`config.mk`:
```
export PLATFORM = sky130hd
export DESIGN_NAME = pedestrian_signal_controller
export DESIGN_NICKNAME = d
export VERILOG_FILES = /design/src/rtl/pedestrian_signal_controller.sv
export SDC_FILE = /design/constraint.sdc
export NUM_CORES = 1
export LEC_CHECK = 0
export ABC_AREA = 1
export BUFFER_PORTS_ARGS = -buffer_cell sky130_fd_sc_hd__clkbuf_2
export CAP_MARGIN = 20
export CORE_MARGIN = 1.5
export CORE_UTILIZATION = 50
export DETAILED_ROUTE_END_ITERATION = 8
export HOLD_SLACK_MARGIN = 0.02
export PLACE_DENSITY = 0.76
export SLEW_MARGIN = 20
export SYNTH_ARGS = -nofsm -noshare
export SYNTH_HDL_FRONTEND = slang
export SYNTH_SLANG_ARGS = --single-unit
```
`constraint.sdc`:
```
create_clock -name clk -period 2.7 [get_ports clk]
set_input_delay 0.54 -clock clk [delete_from_list [all_inputs] [get_ports clk]]
set_output_delay 0.54 -clock clk [all_outputs]
set_load 0.03 [all_outputs]
```
`src/rtl/pedestrian_signal_controller.sv`:
```
// Pedestrian WALK / DON'T-WALK head slaved to the vehicle lights bus.
// Define PED_FLASH_EN to flash DON'T-WALK during the clearance phase.
module pedestrian_signal_controller #(
    parameter int WALK_TICKS  = 60_000_000,
    parameter int CLEAR_TICKS = 30_000_000,
    parameter int FLASH_HALF  = 5_000_000,
    parameter int TW          = 29
) (
    input  logic       clk,
    input  logic       rst,
    input  logic [2:0] lights,
    input  logic       ped_btn,
    output logic       walk,
    output logic       dont_walk,
    output logic       ped_wait,
    output logic       fault
);

    // state      | meaning
    // S_DONT_WALK| steady DON'T-WALK, waiting for red_rise with a request
    // S_WALK     | timed WALK phase, aborted if vehicle leaves RED
    // S_CLEAR    | clearance phase, DON'T-WALK (optionally flashing)
    typedef enum logic [1:0] {
        S_DONT_WALK = 2'd0,
        S_WALK      = 2'd1,
        S_CLEAR     = 2'd2
    } state_t;

    localparam logic [2:0] L_RED        = 3'b100;
    localparam logic [2:0] L_RED_YELLOW = 3'b110;
    localparam logic [2:0] L_GREEN      = 3'b001;
    localparam logic [2:0] L_YELLOW     = 3'b010;

    state_t          state;
    state_t          state_nxt;
    logic [TW-1:0]   timer;
    logic            btn_s1;
    logic            btn_s2;
    logic            btn_s3;
    logic [2:0]      lights_q;
    logic            req;
    logic            fault_q;
    logic            walk_q;
    logic            dont_walk_q;
    logic            red_now;
    logic            red_rise;
    logic            btn_rise;
    logic            illegal;

`ifdef PED_FLASH_EN
    localparam int FW = (FLASH_HALF > 1) ? $clog2(FLASH_HALF) : 1;
    logic [FW-1:0]   flash_cnt;
    logic            flash_q;
`endif

    assign red_now  = (lights == L_RED);
    assign red_rise = red_now && (lights_q != L_RED);
    assign btn_rise = btn_s2 && !btn_s3;

    always_comb begin
        illegal = 1'b1;
        case (lights)
            L_RED, L_RED_YELLOW, L_GREEN, L_YELLOW: illegal = 1'b0;
            default:                                illegal = 1'b1;
        endcase
    end

    always_ff @(posedge clk or negedge rst) begin
        if (!rst) begin
            state <= S_DONT_WALK;
        end else begin
            state <= state_nxt;
        end
    end

    always_comb begin
        state_nxt = state;
        case (state)
            S_DONT_WALK: begin
                if (red_rise && (req || btn_rise)) state_nxt = S_WALK;
            end
            S_WALK: begin
                if (!red_now)            state_nxt = S_DONT_WALK;
                else if (timer == '0)    state_nxt = S_CLEAR;
            end
            S_CLEAR: begin
                if (!red_now || timer == '0) state_nxt = S_DONT_WALK;
            end
            default: state_nxt = S_DONT_WALK;
        endcase
    end

    always_comb begin
        walk_q      = 1'b0;
        dont_walk_q = 1'b1;
        case (state)
            S_WALK: begin
                walk_q      = 1'b1;
                dont_walk_q = 1'b0;
            end
            S_CLEAR: begin
`ifdef PED_FLASH_EN
                dont_walk_q = flash_q;
`else
                dont_walk_q = 1'b1;
`endif
            end
            default: begin
                walk_q      = 1'b0;
                dont_walk_q = 1'b1;
            end
        endcase
    end

    // Phase timer counts down and reloads on each phase entry.
    always_ff @(posedge clk or negedge rst) begin
        if (!rst) begin
            timer <= '0;
        end else begin
            case (state)
                S_DONT_WALK: begin
                    if (state_nxt == S_WALK) timer <= TW'(WALK_TICKS - 1);
                end
                S_WALK: begin
                    if (state_nxt == S_CLEAR)     timer <= TW'(CLEAR_TICKS - 1);
                    else if (state_nxt == S_WALK) timer <= timer - TW'(1);
                    else                          timer <= '0;
                end
                S_CLEAR: begin
                    if (state_nxt == S_CLEAR) timer <= timer - TW'(1);
                    else                      timer <= '0;
                end
                default: timer <= '0;
            endcase
        end
    end

`ifdef PED_FLASH_EN
    always_ff @(posedge clk or negedge rst) begin
        if (!rst) begin
            flash_cnt <= '0;
            flash_q   <= 1'b1;
        end else if (state == S_WALK && state_nxt == S_CLEAR) begin
            flash_cnt <= FW'(FLASH_HALF - 1);
            flash_q   <= 1'b1;
        end else if (state == S_CLEAR) begin
            if (flash_cnt == '0) begin
                flash_cnt <= FW'(FLASH_HALF - 1);
                flash_q   <= !flash_q;
            end else begin
                flash_cnt <= flash_cnt - FW'(1);
            end
        end
    end
`endif

    // lights_q resets to RED so a RED already present at release is not an edge.
    always_ff @(posedge clk or negedge rst) begin
        if (!rst) begin
            btn_s1   <= 1'b0;
            btn_s2   <= 1'b0;
            btn_s3   <= 1'b0;
            lights_q <= L_RED;
            req      <= 1'b0;
            fault_q  <= 1'b0;
        end else begin
            btn_s1   <= ped_btn;
            btn_s2   <= btn_s1;
            btn_s3   <= btn_s2;
            lights_q <= lights;
            if (state == S_DONT_WALK && state_nxt == S_WALK) begin
                req <= 1'b0;
            end else if (btn_rise && state != S_WALK) begin
                req <= 1'b1;
            end
            if (illegal) fault_q <= 1'b1;
        end
    end

    assign walk      = walk_q && red_now;
    assign dont_walk = dont_walk_q || !red_now;
    assign ped_wait  = req;
    assign fault     = fault_q;

endmodule

```
Word level (Yosys, flattened, before mapping) --
Cells that the tools add are included.
Word-level totals: word-level logic and storage cells 49, input bits 6, register bits 39, output and inout port bits 4
Cells by class: add/subtract/negate cells 1, reductions and logical operators 15, mux-type cells 14, equality and inequality tests 11
Operator list (count):
- 29-bit two-way mux | 4
- 29-bit one-hot mux with 3 select lines | 1
- 29-bit zero test | 1
- 29-bit by 1-bit subtractor with 29-bit output, second input constant | 1
- 2-bit two-way mux | 4
- 3-bit equality test, second input constant | 2
- 1-bit logical AND | 6
- 2-bit one-hot mux with 3 select lines | 1
- 2-bit by 1-bit equality test with 1-bit output, second input constant | 2
- 2-bit equality test, second input constant | 2
- 1-bit two-way mux | 4
- 4-bit OR reduction | 1
- 3-bit by 1-bit equality test with 1-bit output, second input constant | 1
- 3-bit by 2-bit equality test with 1-bit output, second input constant | 1
- 1-bit logical OR | 3
- 3-bit inequality test, second input constant | 1
- 1-bit zero test | 2
- 2-bit zero test | 1
- 2-bit by 1-bit inequality test with 1-bit output, second input constant | 1
- 2-bit inequality test, second input constant | 1
- 2-bit nonzero test | 1

Longest topological paths before layout --
Gate-level depths: netlist (run 1).
depth in word-level cells 10, mapped depth 14, depth with buffers taken out 13

Least setup slack after synthesis (run 1) --
OpenSTA, ideal clock, no wires.
path kind input port to flip-flop, from input lights[1], to register timer[7], data arrival time 2.012 ns, path buffers 0, data required time 2.635 ns, setup time 0.065 ns, setup slack 0.623 ns, stages 9, cells stage by stage nor3b_2 > nand2_1 > inv_1 > o21ai_1 > nand2_1 > nand2_1 > nand2_1 > nand2_1 > nand2_1
Between the ends: cells in the longest elaborated chain, start to end 9, elaborated cells on any way between the ends 16, those cells by class eq/ne: 4; mux: 8; reduce/logical: 4
RTL lines:
- from (decl) | line 11 | input logic [2:0] lights,
- 3-bit equality test * | line 56 | assign red_now = (lights == L_RED);
- 1-bit zero test or 1-bit logical AND (tied branches) | line 87, 57
- 1-bit logical OR or 1-bit logical AND (tied branches) | line 87, 80
- 2-bit two-way mux, on equally long branches | line 87, 80
- 2-bit one-hot mux with 3 select lines * | line 78 | case (state)
- 2-bit by 1-bit equality test with 1-bit output | line 122, 126
- 29-bit two-way mux | line 126 | else if (state_nxt == S_WALK) timer <= timer - TW'(1);
- 29-bit two-way mux | line 125 | if (state_nxt == S_CLEAR) timer <= TW'(CLEAR_TICKS - 1);
- 29-bit one-hot mux with 3 select lines | line 120 | case (state)
- to (signal assigned) | line 122 | if (state_nxt == S_WALK) timer <= TW'(WALK_TICKS - 1);
- to (signal assigned) | line 125
- to (signal assigned) | line 126
- to (decl) | line 36 | logic [TW-1:0] timer;
Every way passes the cells marked *; elsewhere a longest branch is shown, timed or not. A chain may end at the register's enable or synchronous reset.

Final worst setup path (run 1) --
from register timer[0], to register timer[24]
Between the ends: cells in the longest elaborated chain, start to end 8, elaborated cells on any way between the ends 14, those cells by class add/sub: 1; eq/ne: 3; mux: 8; reduce/logical: 2
RTL lines (line):
- 29-bit zero test | 84, 87
- 2-bit two-way mux or 1-bit logical OR (tied branches) | 84, 87
- 2-bit two-way mux, on equally long branches | 83, 87
- 2-bit one-hot mux with 3 select lines | 78
- 2-bit by 1-bit equality test with 1-bit output | 122, 126
- 29-bit two-way mux | 126
- 29-bit two-way mux | 125
- 29-bit one-hot mux with 3 select lines | 120
Parallel ways exist; a longest one is shown, timed or not.

==> flow_summary.yaml, run 1 <==
clock_tree:
  cts-root-buf: "clkbuf_8"
  cts.htree.levels: 2
  insertion_delay_ns: 0.30
  cts_tree: "built"
  cts_buffers: 5
  cts_setup_buffers: 0
  clkSlewWorstSetupHoldPaths_ns: 0.09
  clock_sinks: 39
  clockBufferDepth: 2
  cts_hold_buf: 0
  ctsResizeCount: 0
sta:
  finalHoldViolCount: 0
  slew_violations: 0
  relSlewSlack_pct: 66.2
  fin_crit_ns: 2.17
  finalCritPeriodShare_pct: 80.2
  fin_hold_ws_ns: 0.286
  worst_pin_slew_ns: 0.507
  final.setup.tns_ns: 0
  clock.fmax_ghz: 0.462
  setup_viol: 0
  skew_ns: 0.00821
  rsz0062_at_grt: "no"
worst_setup_path:
  critPathLaunch: "timer[0]"
  critical_path.max_fanout: 22
  crit_required_ns: 2.90
  path_buf_inv: 3
  critPathKind: "flop to flop"
  worst_r2r_path_depth: 13
  reg2reg_slack_ns: 0.53
  cp.depth: 13
  crit_family: "simple AND/OR/NAND/NOR gates"
  crit_path_end_kind: "flop"
  r2r-start: "timer[0]"
  critPathLaunchType: "flop"
  critical-path-max-stage-delay_ns: 0.38
  arrival_ns: 2.37
  cp_cell_sequence: "inv_1 -> ha_1 -> nand3_1 -> nor2_1 -> nand2_1 -> nor2_4 -> nor2_1 -> nor2_4 -> nand2_4 -> inv_4 -> nand2_1 -> nand2_1 -> inv_1"
  worst_path_most_repeated_cell: "nand2_1"
  cp_slowest_cell: "dfrtp_1"
grt:
  grt_util_all_layers_pct: 24.3
  antenna_found_initial: 0
  grt_overflow: 0
  grt_max_degree: 40
  first_global_vias: 2135
  grt_pass1_wl_um: 10200
run_status:
  status: "finished clean"
worst_hold_path:
  hp-class: "primary input to async pin"
drt:
  drc: 0
  ant_nets: 0
  via_count: 2383
  finalWirelength_um: 6340
  drtPass1Iterations: 4
  routedWlPerCell_um: 13.8
  drtIter0Drc: 191
  routed_via_density: 5.18
synthesis:
  synth_top_area_share_pct: 36.2
  synth_top_flop_cell: "dfrtp_1"
  synth_cells: 375
  synth_area_sq_um: 2620
  yosysUniqueCellTypes: 27
  synthArstFlopShare_pct: 100
  synth_warnings: 0
  synth_edf_count: 0
  ys_seq_elements: 39
  synth_area_per_cell_sq_um: 7.00
  synth_top_area_cell: "dfrtp_1"
  syn_nets: 383
  synthTopCellsByArea: "dfrtp_1 (36%), nand2_1 (16%), nor2_1 (8.7%)"
  ys_seq_area_share_pct: 37.2
final_layout:
  drive_gt1_share_pct: 13.3
  multi_input_area_sq_um: 1430
  seqCellArea_sq_um: 977
  final_cell_area_sq_um: 2840
  nFillCells: 518
  final_cell_mix: "nand2_1 (110), nor2_1 (61), inv_1 (41), nand3_1 (41), dfrtp_1 (38)"
  syn2layout_area_growth_pct: 8.20
  final_common_cell: "nand2_1"
  nNetsFinal: 397
  antennaDiodeCount: 0
power_and_ir_drop:
  power.density_nw_per_um2: 626
  peakVddDrop_mv: 0.331
  netSwitchingFraction_pct: 36.9
  p_seq_share_pct: 44.5
  p_int_w: 0.00112
  p_sw_w: 0.000656
  combPwrFrac_pct: 27.1
  p_leak_nw: 1.42
  pwr-share-clk_pct: 28.4
  totalPowerFinal_w: 0.00178
placement:
  dp_hpwl_um: 4570
  dpl_cell_area_sq_um: 2730
  io_buffers: 9
  routabilityCongestion: 0.958
floorplanning:
  dieArea_sq_um: 5690
  initial_core_util_pct: 51.7
  fp.dieW_um: 75.4
  coreArea_sq_um: 5070
  die_h_um: 75.4
  rows: 26
  ioPinCount: 10
run:
  cap_violations: 0
-- cells by family after synthesis --
logic type | share of synthesized area [%]
and+or+nand+nor | 42.3
buffers and inverters | 8.39
DFF | 37.2
AOI/OAI and AO/OA | 5.10
xor gates and xnor gates | 6.01
adders and majority gates | 0.954
-- worst register-to-register path, stage by stage (launching register included) --
cell and delay [ns]:
dfrtp_1 0.38, inv_1 0.14, ha_1 0.23, nand3_1 0.09, nor2_1 0.11, nand2_1 0.14
nor2_4 0.13, nor2_1 0.08, nor2_4 0.14, nand2_4 0.21, inv_4 0.24, nand2_1 0.07
nand2_1 0.07, inv_1 0.04
-- layout make-up --
cell class	count	area share (%)
sequential	39	34.4
multi-input combinational	286	50.2
clock inverter	3	1.54
timing repair buffer	11	2.12
inverter	46	6.17
clock buffer	5	2.42
tap	70	3.09
-- flip-flops by register name (all words and copies together), names as in the netlist --
signal	flops
timer	29
btn_s3	1
fault	1
ped_wait	1
btn_s1	1
state	2
btn_s2	1
lights_q	3
-- power by group through the flow --
stage                     Combinational [W]  Sequential (W)  Clock (W)
after global routing               0.000551        0.000805   0.000540
final                              0.000482        0.000791   0.000504
after detailed placement           0.000477        0.000801          0
after floorplan                    0.000386        0.000778          0
after CTS                          0.000480        0.000790   0.000515
after global placement             0.000464        0.000797          0
-- per-stage QoR --
step	worst slack (ns)	std cells	utilization, %
CTS	0.577	460	55.9
global placement	0.542	452	53.7
floorplan	0.623	375	-
detailed placement	0.474	452	53.7
finish	0.535	460	55.9
global route	0.369	460	55.9
-- per-layer routing --
metal	vias up	track usage, %	share of wire, %
li1	1199	-	-
met1	1118	32.8	46
met2	61	41.1	47
met3	5	3.57	6.2
met4	0	6.15	1.0
met5	-	0	0
-- cells in the mapped netlist (2+ instances only) --
master,count
inv_2,4
o211ai_2,4
o21ai_1,2
inv_1,41
nand2_2,6
o21ai_0,2
a21oi_1,11
nand4_1,4
nand2_1,110
nand3_1,41
nor2_4,6
ha_1,2
nor2_1,61
xor2_1,12
nor3_1,7
nor2_2,6
buf_6,4
dfrtp_1,38
xnor2_1,6
-- final timing paths --
path	to
setup / recovery	timer[24]
hold / removal	timer[3]
setup reg to reg	timer[24]
hold reg to reg	btn_s2
max in group asynchronous	lights_q[2]
min in group clk	btn_s1
Note: power is estimated with default switching activity, not from simulation.
==> run 2, diff against run 1 <==
--- a/config.mk
+++ b/config.mk
@@ -5,7 +5,7 @@
 export SDC_FILE = /design/constraint.sdc
 export NUM_CORES = 1
 export LEC_CHECK = 0
-export ABC_AREA = 1
+export ABC_AREA = 0
 export BUFFER_PORTS_ARGS = -buffer_cell sky130_fd_sc_hd__clkbuf_2
 export CAP_MARGIN = 20
 export CORE_MARGIN = 1.5
==> constraint.sdc (replaced) <==
create_clock -name clk -period 2.25 [get_ports clk]
set_input_delay 0.45 -clock clk [delete_from_list [all_inputs] [get_ports clk]]
set_output_delay 0.45 -clock clk [all_outputs]
set_load 0.03 [all_outputs]
==> run 2 against run 1 <==
  * Flip-flop and latch count is the same
  * Core utilization grew 8.7 points
  * Sequential share of layout area shrank 0.15 points
  * Cell count shrank 22%
  * Die area shrank 10%
  * Area after synthesis shrank 11%
  * Critical path type unchanged
  * Critical endpoint is now timer[16]
  * Largest cell class unchanged
==> flow_summary.yaml, run 2 <==
synthesis:
  syn_nets: 274
  synthTopCellsByArea: "dfrtp_1 (41%), a21oi_1 (4.1%), o21ai_0 (3.9%)"
  synth_edf_count: 0
  ys_seq_area_share_pct: 41.8
  synthArstFlopShare_pct: 100
  synth_top_area_share_pct: 40.6
  synth_most_common_cell: "dfrtp_1"
  synth_cells: 266
  yosysUniqueCellTypes: 56
  synth_warnings: 0
  synth_area_sq_um: 2340
  synth_top_flop_cell: "dfrtp_1"
  synth_top_area_cell: "dfrtp_1"
  synth_common_cells: "dfrtp_1 (38), nor2_1 (22), a21oi_1 (19), nand2_1 (19), o21ai_0 (18)"
  synth_area_per_cell_sq_um: 8.80
  ys_seq_elements: 39
drt:
  routedWlPerCell_um: 18.4
  drc: 0
  drtPass1Iterations: 7
  finalWirelength_um: 6600
  ant_nets: 0
  routed_via_density: 6.65
  drtIter0Drc: 231
  via_count: 2381
sta:
  finalCritPeriodShare_pct: 99.1
  fin_ws_ns: 0.0200
  relSlewSlack_pct: 56.3
  setup_viol: 0
  skew_ns: 0.00768
  clock.fmax_ghz: 0.448
  fin_hold_ws_ns: 0.0693
  rsz0062_at_grt: "yes"
  slew_violations: 0
  fin_crit_ns: 2.23
  finalHoldViolCount: 0
  worst_pin_slew_ns: 0.655
clock_tree:
  clockBufferDepth: 2
  cts_buffers: 5
  clock_sinks: 39
  cts.htree.levels: 2
  insertion_delay_ns: 0.30
  cts_tree: "built"
  cts_hold_buf: 0
  cts-root-buf: "clkbuf_8"
  clkSlewWorstSetupHoldPaths_ns: 0.08
floorplanning:
  initial_core_util_pct: 53.0
  fp.dieW_um: 71.4
  dieArea_sq_um: 5100
  ioPinCount: 10
  rows: 24
  die_h_um: 71.4
  coreArea_sq_um: 4410
final_layout:
  syn2layout_area_growth_pct: 21.9
  final_cell_mix: "dfrtp_1 (38), buf_4 (35), nor2_1 (22), nand2_1 (19), a21oi_1 (19)"
  largestRegisters: "timer x29, lights_q x3, state x2"
  final_cell_area_sq_um: 2850
  regMostFlops: "timer"
  nNetsFinal: 313
  drive_gt1_share_pct: 25.5
  antennaDiodeCount: 0
  layout.cells.non_filler: 358
  largest_reg_flops: 29
  final_common_cell: "dfrtp_1"
placement:
  dpl_cell_area_sq_um: 2650
  dp.cells: 349
  dp_hpwl_um: 4600
  post-place-ws_ns: 0.0300
  routabilityCongestion: 0.970
  io_buffers: 9
worst_hold_path:
  hp-class: "primary input to async pin"
worst_setup_path:
  crit_required_ns: 2.45
  crit_path_end_kind: "flop"
  critPathLaunchType: "flop"
  arrival_ns: 2.43
  critical_path.max_fanout: 5
  critPathKind: "flop to flop"
run:
  cap_violations: 0
power_and_ir_drop:
  power.density_nw_per_um2: 800
  peakVddDrop_mv: 0.549
  p_leak_nw: 1.16
grt:
  grt_overflow: 0
  grt_util_all_layers_pct: 27.7
  antenna_found_initial: 0
  grt_max_degree: 23
  first_global_vias: 2231
  grt_pass1_wl_um: 10900
run_status:
  status: "finished clean"
## run 2: cell types whose count changed after synthesis, sizes merged, moves of 5 or more
cell,previous run,this run
nand2,117,19
or3,0,7
inv,46,12
o21ai,4,18
nor4,0,10
nor2,73,23
nor3,8,16
nand3,41,9
a21oi,12,19
clkbuf,0,9
a31oi,0,10
o221ai,0,5
xor2,12,0
## run 2: report_power, final
part	total [W]	internal (W)	leakage [nW]	switching (W)
sequential	0.000944	0.000807	0.482	0.000137
combinational	0.000722	0.000315	0.614	0.000408
clock	0.000614	0.000359	0.0612	0.000255
total	0.00228	0.00148	1.16	0.000799
## run 2: final cells by class
| cell class | instances | area [sq um] |
|---|---|---|
| clock buffers | 6 | 82.6 |
| clock inverters | 2 | 35.0 |
| fillers | 364 | 1560 |
| inverters | 12 | 45.0 |
| multi-input cells | 203 | 1340 |
| flip-flops and latches | 39 | 977 |
| well taps | 52 | 65.1 |
| repair buffers | 44 | 308 |
## run 2: through the flow
step	setup TNS (ns)	utilization [%]	power, W
6_report	0	64.6	0.00228
5_1_grt	-0.142	64.6	0.00240
4_1_cts	0	62.8	0.00222
3_5_place_dp	0	60.0	0.00159
3_3_place_gp	0	60.0	0.00157
2_1_floorplan	0	-	0.00134
## run 2: per-layer routing
metal	track usage [%]	share of wire (%)	wire length, um
met2	41.6	46	3010
met3	6.61	8.9	588
met4	10.5	2.1	139
met1	38.8	43	2860
met5	0	0	0
## run 2: cells by family (layout without fill, tap and decap cells)
group,count (synthesis),count (layout),synth area share [%]
AO/OA/AOI/OAI,81,81,22.9
XOR/XNOR,3,3,1.12
adder cells (fa/ha/maj),2,2,1.07
buffers and inverters,24,64,4.28
flip-flops,39,39,41.8
AND/OR/NAND/NOR,117,117,28.9
## run 2: critical path, stage by stage, from the launching register on
cell      delay (ns)
dfrtp_1         0.39
or4_4           0.57
or3_4           0.39
nor4_4          0.27
buf_4           0.18
o22ai_2         0.08
a311oi_2        0.26
## run 2: worst paths after layout
path	start	to	slack, ns	depth (start not counted)
worst max-delay path	timer[16]	timer[16]	0.02	6
worst min register to register	btn_s1	btn_s2	0.35	0
worst max register to register	timer[16]	timer[16]	0.02	6
max in group asynchronous	rst	timer[16]	1.52	2
min in group clk	ped_btn	btn_s1	0.25	1
worst min-delay path	rst	ped_wait	0.07	1
## run 2: what timing repair did
item	CTS	global route
setup endpoints to repair	1	17
endpoints found under the hold margin	0	0
setup buffers	0	1
gates resized for setup	1	12
pin swaps	1	3
==> run 3, diff against run 2 <==
--- a/config.mk
+++ b/config.mk
@@ -11,8 +11,10 @@
 export CORE_MARGIN = 1.5
 export CORE_UTILIZATION = 50
 export DETAILED_ROUTE_END_ITERATION = 8
+export GPL_ROUTABILITY_DRIVEN = 0
 export HOLD_SLACK_MARGIN = 0.02
 export PLACE_DENSITY = 0.76
+export SETUP_SLACK_MARGIN = 0.15
 export SLEW_MARGIN = 20
 export SYNTH_ARGS = -nofsm -noshare
 export SYNTH_HDL_FRONTEND = slang
==> run 3 against run 2 <==
  * Routed wire length shrank 6.6%
  * Power shrank 7.6%
  * Clock power shrank 26%
  * Setup slack gained 0.10 ns
  * Fmax grew 4.9%
  * Sequential share of layout area grew 0.21 points
  * Critical path depth is the same
  * Non-clock buffer count shrank 1
  * Design area shrank 0.48%
  * First-iteration DRC count shrank 31%
==> flow_summary.yaml, run 3 (synthesis gave the netlist of run 2 again) <==
grt:
  grt_overflow: 0
  antenna_found_initial: 0
  grt_pass1_wl_um: 10500
  grt_util_all_layers_pct: 26.0
  grt_max_degree: 21
  first_global_vias: 2158
final_layout:
  largestRegisters: "timer x29, lights_q x3, state x2"
  final_cell_mix: "dfrtp_1 (37), buf_4 (32), nor2_1 (22), nand2_1 (19), a21oi_1 (19)"
  largest_reg_flops: 29
  multi_input_area_sq_um: 1340
  seqCellArea_sq_um: 978
  drive_gt1_share_pct: 25.2
  final_common_cell: "dfrtp_1"
  antennaDiodeCount: 0
  layout.cells.non_filler: 357
  syn2layout_area_growth_pct: 21.3
  fin_util_pct: 64.3
  nNetsFinal: 312
  nFillCells: 359
  regMostFlops: "timer"
power_and_ir_drop:
  p_leak_nw: 1.14
  peakVddDrop_mv: 0.412
  power.density_nw_per_um2: 743
sta:
  relSlewSlack_pct: 61.2
  final.setup.tns_ns: 0
  fin_crit_ns: 2.13
  rsz0062_at_grt: "yes"
  slew_violations: 0
  fin_hold_ws_ns: 0.115
  clock.fmax_ghz: 0.470
  skew_ns: 0.00552
  finalCritPeriodShare_pct: 94.5
  worst_pin_slew_ns: 0.582
  setup_viol: 0
  finalHoldViolCount: 0
placement:
  io_buffers: 9
  dp.cells: 345
  dp_hpwl_um: 4480
clock_tree:
  clock_sinks: 39
  cts_tree: "built"
  clkSlewWorstSetupHoldPaths_ns: 0.07
  cts_hold_buf: 0
  cts.htree.levels: 2
  cts-root-buf: "clkbuf_8"
  clockBufferDepth: 2
  insertion_delay_ns: 0.30
  cts_buffers: 5
worst_setup_path:
  critPathKind: "flop to flop"
  worst_r2r_path_depth: 6
  crit_path_end_kind: "flop"
  endpoint: "timer[2]"
  reg2reg_slack_ns: 0.12
  arrival_ns: 2.33
  r2r-start: "timer[18]"
  critPathLaunch: "timer[18]"
  critPathLaunchType: "flop"
  r2r-end: "timer[2]"
  crit_required_ns: 2.45
  critical_path.max_fanout: 7
run:
  cap_violations: 0
floorplanning:
  dieArea_sq_um: 5100
  die_h_um: 71.4
  ioPinCount: 10
  fp.dieW_um: 71.4
  coreArea_sq_um: 4410
  initial_core_util_pct: 53.0
  rows: 24
run_status:
  status: "finished clean"
worst_hold_path:
  hp-class: "primary input to async pin"
drt:
  finalWirelength_um: 6160
  via_count: 2300
  routedWlPerCell_um: 17.2
  routed_via_density: 6.44
  drtPass1Iterations: 5
  drtIter0Drc: 159
  ant_nets: 0
  drc: 0
==> run 3: cell count changes in the layout (fill, tap and decap cells not counted), moves of 2 or more <==
cell,change
a311oi_2,-2
buf_12,+2
nor3_2,+2
clkbuf_1,+2
buf_4,-3
a311oi_1,+2
nor3_1,-2
==> run 3: cell type report <==
class / count / share of cell area [%]
timing repair buffer: 43 / 11.5
sequential: 39 / 34.5
inverter: 12 / 1.59
clock buffer: 7 / 2.69
multi-input combinational: 203 / 47.3
tap: 52 / 2.29
clock inverter: 1 / 0.176
==> run 3: worst min-delay path by stage <==
stage                start        end  slack, ns
finish                 rst  timer[25]       0.11
global route           rst  timer[25]       0.15
CTS                    rst      fault       0.13
detailed placement  btn_s1     btn_s2       0.34
global placement    btn_s1     btn_s2       0.33
floorplan              rst     btn_s1       0.15
==> run 3: power breakdown <==
part           switching [W]  internal [W]  total [W]  leakage [nW]
Clock               0.000237      0.000217   0.000454        0.0422
Sequential          0.000145      0.000808   0.000952         0.480
Combinational       0.000385      0.000316   0.000701         0.619
==> run 3: worst max-delay path, stage by stage (launching register included) <==
cell      delay [ns]
dfrtp_2         0.45
or4_4           0.53
or3_4           0.38
nor4_4          0.13
buf_4           0.19
nor2_4          0.07
a311oi_1        0.27
==> run 3: per-layer routing <==
layer / global-route usage, % / wire, um / vias to the layer above / share of wire, %
li1: - / - / 1090 / -
met1: 36.0 / 2700 / 1089 / 44
met2: 41.6 / 2930 / 102 / 48
met3: 4.50 / 386 / 19 / 6.3
met4: 8.81 / 140 / 0 / 2.3
met5: 0 / 0 / - / 0
==> run 3: repair_timing <==
action,4_1_cts,5_1_grt
endpoints found under the hold margin,0,0
buffers inserted,3,1
pin swaps,1,3
setup endpoints to repair,14,31
gates resized for setup,5,11
==> run 3: through the flow <==
| step | area [sq um] | power [W] | setup WS (ns) |
|---|---|---|---|
| after global placement | 2650 | 0.00157 | 0.0636 |
| after floorplan | 2340 | 0.00134 | 0.193 |
| after detailed placement | 2650 | 0.00159 | 0.0486 |
| after CTS | 2780 | 0.00208 | 0.0979 |
| after global routing | 2840 | 0.00224 | 0.0441 |
| final | 2840 | 0.00211 | 0.125 |
